$ cat src/rtl/arb_pkg.sv
// Shared encodings for the round-robin mux16 arbiter: source ids, output-stage
// states and the burst counter width.
package arb_pkg;

    localparam logic SRC_A   = 1'b0;
    localparam logic SRC_B   = 1'b1;
    localparam int   BURST_W = 4;

    typedef enum logic {
        ST_EMPTY = 1'b0,
        ST_FULL  = 1'b1
    } state_e;

endpackage

$ cat src/rtl/mux16.sv
// Shared 16-bit 2-to-1 datapath mux; sel=0 passes a, sel=1 passes b.
module mux16 (
    input  logic [15:0] a,
    input  logic [15:0] b,
    input  logic        sel,
    output logic [15:0] y
);

    assign y = sel ? b : a;

endmodule

$ cat src/rtl/mux16_rr_arbiter.sv
// Two-requester round-robin arbiter with bounded bursts in front of a shared
// mux16, feeding a one-entry registered output stage with valid/ready.
module mux16_rr_arbiter
    import arb_pkg::*;
#(
    parameter int BURST = 1
) (
    input  logic        clk,
    input  logic        rst_n,
    input  logic [15:0] a_data,
    input  logic        a_valid,
    output logic        a_ready,
    input  logic [15:0] b_data,
    input  logic        b_valid,
    output logic        b_ready,
    output logic [15:0] out_data,
    output logic        out_src,
    output logic        out_valid,
    input  logic        out_ready,
    output logic        grant_sel
);

    localparam logic [BURST_W-1:0] BURST_L = BURST_W'(BURST);

    state_e             state_q, state_d;
    logic [15:0]        out_data_q, out_data_d;
    logic               out_src_q, out_src_d;
    logic               last_q, last_d;
    logic [BURST_W-1:0] burst_cnt_q, burst_cnt_d;

    logic        grant_any;
    logic        grant;
    logic        can_load;
    logic        xfer;
    logic [15:0] mux_y;

    // burst_cnt==0 only occurs straight out of reset: no burst is running yet,
    // so a tie goes to the side that is not last (A).
    always_comb begin
        grant_any = a_valid || b_valid;
        grant     = last_q;
        if (a_valid && b_valid) begin
            if (burst_cnt_q != '0 && burst_cnt_q < BURST_L)
                grant = last_q;
            else
                grant = ~last_q;
        end else if (a_valid) begin
            grant = SRC_A;
        end else if (b_valid) begin
            grant = SRC_B;
        end
    end

    assign can_load  = (state_q == ST_EMPTY) || out_ready;
    // Readies are forced low while reset is held, since the stage reads EMPTY then.
    assign a_ready   = rst_n && can_load && grant_any && (grant == SRC_A);
    assign b_ready   = rst_n && can_load && grant_any && (grant == SRC_B);
    assign xfer      = a_ready || b_ready;
    assign grant_sel = grant;

    mux16 u_mux (
        .a   (a_data),
        .b   (b_data),
        .sel (grant_sel),
        .y   (mux_y)
    );

    always_comb begin
        state_d     = state_q;
        out_data_d  = out_data_q;
        out_src_d   = out_src_q;
        last_d      = last_q;
        burst_cnt_d = burst_cnt_q;
        if (xfer) begin
            state_d    = ST_FULL;
            out_data_d = mux_y;
            out_src_d  = grant;
            if (grant == last_q) begin
                burst_cnt_d = (burst_cnt_q >= BURST_L) ? BURST_L : burst_cnt_q + 1'b1;
            end else begin
                last_d      = grant;
                burst_cnt_d = BURST_W'(1);
            end
        end else if (state_q == ST_FULL && out_ready) begin
            state_d = ST_EMPTY;
        end
    end

    always_ff @(posedge clk or negedge rst_n) begin
        if (!rst_n) begin
            state_q     <= ST_EMPTY;
            out_data_q  <= 16'h0000;
            out_src_q   <= SRC_A;
            last_q      <= SRC_B;
            burst_cnt_q <= '0;
        end else begin
            state_q     <= state_d;
            out_data_q  <= out_data_d;
            out_src_q   <= out_src_d;
            last_q      <= last_d;
            burst_cnt_q <= burst_cnt_d;
        end
    end

    assign out_valid = (state_q == ST_FULL);
    assign out_data  = out_data_q;
    assign out_src   = out_src_q;

endmodule

$ cat config.mk
export PLATFORM = sky130hd
export DESIGN_NAME = mux16_rr_arbiter
export DESIGN_NICKNAME = d
export VERILOG_FILES = /design/src/rtl/arb_pkg.sv /design/src/rtl/mux16.sv /design/src/rtl/mux16_rr_arbiter.sv
export SDC_FILE = /design/constraint.sdc
export NUM_CORES = 1
export LEC_CHECK = 0
export BUFFER_PORTS_ARGS = -buffer_cell sky130_fd_sc_hd__buf_2
export CORE_MARGIN = 3
export CORE_UTILIZATION = 42
export DETAILED_ROUTE_END_ITERATION = 10
export GPL_ROUTABILITY_DRIVEN = 0
export GPL_TIMING_DRIVEN = 0
export PLACE_DENSITY = 0.76
export SLEW_MARGIN = 20
export SYNTH_ARGS = -nofsm -noshare
export SYNTH_HDL_FRONTEND = slang
export SYNTH_SLANG_ARGS = --single-unit
export TNS_END_PERCENT = 50
$ cat constraint.sdc
create_clock -name clk -period 2.2 [get_ports clk]
set_input_delay 0.66 -clock clk [delete_from_list [all_inputs] [get_ports clk]]
set_output_delay 0.66 -clock clk [all_outputs]
set_load 0.03 [all_outputs]
==> impl_metrics.csv, run 1 <==
group,metric,value,unit
run_status,status,"completed",
floorplan,core_area,2080,um2
placement,dp_hpwl,1.98,mm
drt,drt_iter0_drc,19,
finish,seq_area,477,um2
synthesis,syn_area_per_cell,10.7,um2
drt,totalWireLength,2.66,mm
power,clkPwrFrac,0.158,
sta,fmax,466,MHz
setup_path,worstPathRequired,1.54,ns
grt,grt.busiest_layer,"met2",
drt,via_per_inst,5.47,
grt,use_met2,0.331,
power,sw_frac_of_total,0.397,
grt,use_met3,0.0332,
clock_tree,cts_sinks,19,
power,pwr-share-comb,0.440,
setup_path,end_kind,"primary output",
synthesis,synth.distinct_cells,18,
sta,hold_viol_final,0,
synthesis,synth_area,976,um2
floorplan,initial_core_util,0.469,
floorplan,die_h,54.2,um
finish,drive_gt1_frac,0.467,
clock_tree,max-clock-path-buffers,2,
finish,antennaDiodeCount,0,
drt,drtPass1Iterations,4,
finish,multiInputGateArea,352,um2
run,maxCapViolCount,0,
drt,vias,980,
power,p_int,698,uW
sta,finalHoldWorstSlack,0.144,ns
clock_tree,htreeDepth,1,
synthesis,ys_seq_area_frac,0.488,
setup_path,worst-path-max-fanout,18,
clock_tree,root_buffer,"clkbuf_4",
placement,io_buffers,57,
grt,grt_pass1_vias,966,
drt,wire_per_inst,14.8,um
sta,fin_crit,2.15,ns
sta,tightest_slew,0.435,ns
sta,post-route-period-util,0.976,
grt,grt.total_usage,0.192,
floorplan,num_io_pins,58,
setup_path,worst_ep_arrival_time,1.49,ns
floorplan,rows,16,
sta,fin_skew,0.00505,ns
synthesis,synthCells,91,
grt,grt_max_degree,21,
sta,setup_violations,0,
sta,slew_headroom,0.710,
hold_path,hold_path.class,"input pin to asynchronous set/reset pin",
finish,fillers,184,
setup_path,crit_type,"input pin to primary output",
power,p_leak,0.723,nW
floorplan,die_area,2940,um2
grt,gr-total-overflow,0,
clock_tree,cts_made_buffers,3,
floorplan,fp.dieW,54.2,um
finish,areaGrowthSynthToFinish,39.9,%
power,pwr-share-seq,0.402,
grt,grt_pass1_wl,4.04,mm
synthesis,ys_ff_latch,19,
drt,drc,0,
power,max-vdd-ir-drop,512,uV
clock_tree,insertion_delay,0.30,ns
setup_path,crit_path_start_kind,"input pin",
placement,dp_slack,-0.566,ns
clock_tree,cts_tree,"done",
finish,nets,190,
grt,gr-usage-met1,0.236,
grt,antenna_found_initial,0,
drt,final_antenna_net_count,0,
sta,drv_slew,0,
synthesis,synth_warnings,0,
synthesis,synth_nets,128,
clock_tree,path_clk_slew,0.11,ns
power,cellPowerDensity,848,nW/um2
power,p_sw,460,uW
sta,setup_slack,0.0530,ns
-- kinds of logic after synthesis --
group	after synthesis	share of synthesized area
AND/OR/NAND/NOR	8	0.0628
AO/OA/AOI/OAI	36	0.297
buffers and inverters	28	0.151
flip-flops	19	0.488
-- per-layer routing --
metal / part of all wire / routed length [um]
met1: 0.44 / 1160
met2: 0.47 / 1250
met3: 0.079 / 211
met4: 0.013 / 34
met5: 0 / 0
-- cell usage in the layout (no fill, tap or decap), types with 2 or more instances in the layout --
cell type	count
inv_1	16
dfrtp_1	18
a31oi_1	17
buf_12	3
and4_4	2
clkbuf_4	3
buf_4	2
a221o_1	16
nand2_1	2
buf_2	55
buf_6	3
clkbuf_1	6
-- final timing paths --
path / start / cells past startpoint / end / slack (ns)
worst max-delay path: out_ready / 6 / b_ready / 0.05
max in group asynchronous: rst_n / 1 / last_q / 1.84
worst min register to register: out_src / 1 / out_src / 0.50
worst min-delay path: rst_n / 1 / out_data[8] / 0.14
min in group clk: out_src / 1 / out_src / 0.50
worst max register to register: out_valid / 5 / out_data[1] / 0.66
-- Yosys cell counts (all sizes together) --
cell type   n  share of area
a21o        1         0.0077
dfstp       1          0.027
a41oi       1         0.0090
o21a        1         0.0077
dfrtp      18           0.46
nand2       2         0.0077
clkbuf      6          0.023
or2         1         0.0064
a221o      16           0.16
inv        16          0.062
nand3       1         0.0051
a31oi      17           0.11
and4        2          0.023
nand2b      2          0.021
buf         6          0.067
-- what timing repair did --
item,in CTS,in global routing
hold buffers,0,0
setup endpoints to repair,2,2
pin swaps,0,0
setup buffers,1,1
resized for setup,11,4
cloned,0,0
-- through the flow --
stage | total power [mW] | setup TNS (ns) | instance area, um2 | instances | util
final | 1.16 | 0 | 1370 | 179 | 0.656
after global routing | 1.22 | -0.00233 | 1370 | 179 | 0.656
after CTS | 1.15 | -0.0521 | 1360 | 179 | 0.651
after detailed placement | 0.958 | -1.93 | 1290 | 175 | 0.622
after global placement | 0.947 | -1.96 | 1290 | 175 | 0.622
after floorplan | 0.802 | 0 | 976 | 91 | -
-- flip-flops by register name, summed over array words and instances, names as in the netlist --
register / count
out_valid: 1
out_data: 16
out_src: 1
last_q: 1
-- power groups by stage --
stage	Combinational, mW	Clock, mW	Sequential [mW]
2_1_floorplan	0.187	0	0.615
3_3_place_gp	0.475	0	0.472
3_5_place_dp	0.485	0	0.474
4_1_cts	0.500	0.187	0.466
5_1_grt	0.549	0.197	0.475
6_report	0.509	0.183	0.466
-- layout make-up --
| class | instances | share of cell area |
|---|---|---|
| flip-flops and latches | 19 | 0.349 |
| well taps | 27 | 0.0247 |
| repair buffers | 59 | 0.240 |
| multi-input cells | 44 | 0.258 |
| plain buffers | 10 | 0.0651 |
| inverters | 16 | 0.0440 |
| clock buffers | 4 | 0.0192 |
-- worst max-delay path: stages --
cell	delay (ns)
buf_2	0.09
nand2b_4	0.12
buf_6	0.13
and4_4	0.19
buf_12	0.15
buf_6	0.14
(Power assumes the default switching activity.)
==> run 2: changes to the inputs <==
--- a/config.mk
+++ b/config.mk
@@ -12,6 +12,7 @@
 export GPL_ROUTABILITY_DRIVEN = 0
 export GPL_TIMING_DRIVEN = 0
 export PLACE_DENSITY = 0.76
+export REMOVE_ABC_BUFFERS = 1
 export SLEW_MARGIN = 20
 export SYNTH_ARGS = -nofsm -noshare
 export SYNTH_HDL_FRONTEND = slang
==> impl_metrics.csv, run 2 (synthesized netlist as in run 1, its figures left out) <==
group,metric,value,unit
run_status,status,"completed",
setup_path,crit_type,"input pin to primary output",
clock_tree,cts_made_buffers,3,
clock_tree,cts_tree,"done",
finish,stdcell_area,1280,um2
placement,dp_hpwl,1.62,mm
clock_tree,insertion_delay,0.29,ns
grt,grt.total_usage,0.163,
sta,setup_slack,0.0615,ns
setup_path,worst_ep_arrival_time,1.48,ns
finish,areaGrowthSynthToFinish,31.0,%
drt,drc,0,
setup_path,crit_chain,"buf_6 -> and4_4 -> buf_2",
setup_path,critical_path_buf_inv_count,2,
drt,totalWireLength,2.48,mm
sta,drv_slew,0,
grt,antenna_found_initial,0,
clock_tree,path_clk_slew,0.11,ns
sta,fin_crit,2.14,ns
finish,antennaDiodeCount,0,
grt,grt_max_degree,41,
grt,gr-total-overflow,0,
clock_tree,htreeDepth,1,
run,maxCapViolCount,0,
placement,dpl_cell_area,1210,um2
power,power,1.11,mW
setup_path,r2r_start,"last_q",
setup_path,cp_slowest_cell,"and4_4",
finish,stdcell_count,172,
clock_tree,max-clock-path-buffers,2,
hold_path,hold_path.class,"input pin to asynchronous set/reset pin",
setup_path,slowest_delay,0.33,ns
floorplan,die_area,2940,um2
sta,post-route-period-util,0.972,
floorplan,num_io_pins,58,
finish,drive_gt1_frac,0.476,
power,cellPowerDensity,867,nW/um2
placement,dp.cells,163,
setup_path,crit_path_start_kind,"input pin",
power,max-vdd-ir-drop,506,uV
finish,layout_common_cells,"buf_2, dfrtp_1, a31oi_1",
clock_tree,hold_buffers,0,
setup_path,crit_cells,3,
setup_path,reg2reg_to,"out_data[10]",
setup_path,end_kind,"primary output",
setup_path,worstPathRequired,1.54,ns
drt,wire_per_inst,14.4,um
sta,fin_skew,0.00744,ns
grt,grt_pass1_wl,3.53,mm
sta,hold_viol_final,0,
drt,drtPass1Iterations,4,
sta,setup_violations,0,
setup_path,crit_start,"rst_n",
placement,io_buffers,57,
setup_path,ff2ff_path_depth,4,
sta,setup_tns,0,ns
sta,tightest_slew,0.626,ns
floorplan,fp.dieW,54.2,um
floorplan,initial_core_util,0.469,
finish,final_common_cell,"buf_2",
setup_path,crit_family,"buffers and inverters",
placement,dp_slack,-0.475,ns
setup_path,worst-path-max-fanout,40,
drt,drt_iter0_drc,26,
drt,final_antenna_net_count,0,
finish,nets,183,
floorplan,die_h,54.2,um
floorplan,core_area,2080,um2
finish,largest_reg_flops,16,
sta,finalHoldWorstSlack,0.224,ns
drt,vias,950,
sta,grt_setup_unrepaired,"false",
drt,via_per_inst,5.52,
clock_tree,cts_sinks,19,
clock_tree,root_buffer,"clkbuf_4",
grt,grt_pass1_vias,779,
floorplan,rows,16,
sta,slew_headroom,0.583,
setup_path,r2r_slack,0.76,ns
finish,post-route-util,0.614,
sta,fmax,468,MHz
setup_path,cp-endpoint,"a_ready",
power,p_leak,0.692,nW
==> run 2: changes by cell type in the layout (fill, tap and decap cells not counted), moves of 2 or more <==
cell and delta:
clkbuf_1 -5, buf_12 -3, buf_4 +2, buf_6 -2
==> run 2: metal layers <==
metal	wire, um	global-route usage
met3	252	0.0416
met1	1010	0.214
met2	1220	0.269
met4	0	0.0373
met5	0	0
==> run 2: cell type report <==
| class | count | area [um2] |
|---|---|---|
| Multi-Input combinational cell | 45 | 360 |
| Timing Repair Buffer | 61 | 322 |
| Inverter | 16 | 60.1 |
| Clock buffer | 4 | 26.3 |
| Sequential cell | 19 | 477 |
| Tap cell | 27 | 33.8 |
| Fill cell | 181 | 803 |
==> run 2: worst min-delay path by stage <==
stage                  from      endpoint  slack (ns)  cells after the start
finish                rst_n  out_data[15]        0.22                      1
global route          rst_n     out_valid        0.23                      1
CTS                   rst_n  out_data[15]        0.23                      1
detailed placement  out_src       out_src        0.47                      1
global placement    out_src       out_src        0.46                      1
floorplan             rst_n   out_data[0]        0.36                      0
==> run 2: repair_timing <==
| item | in CTS | in global routing |
|---|---|---|
| resized for setup | 2 | 0 |
| cloned | 0 | 1 |
| pin swaps | 1 | 1 |
| setup endpoints to repair | 2 | 1 |
| buffers inserted | 1 | 3 |
==> run 2: report_power, final <==
part,total [mW],internal [mW],switching (mW),leakage (nW)
registers,0.467,0.427,0.0404,0.233
clock network,0.173,0.0704,0.103,0.0150
logic,0.469,0.173,0.296,0.445
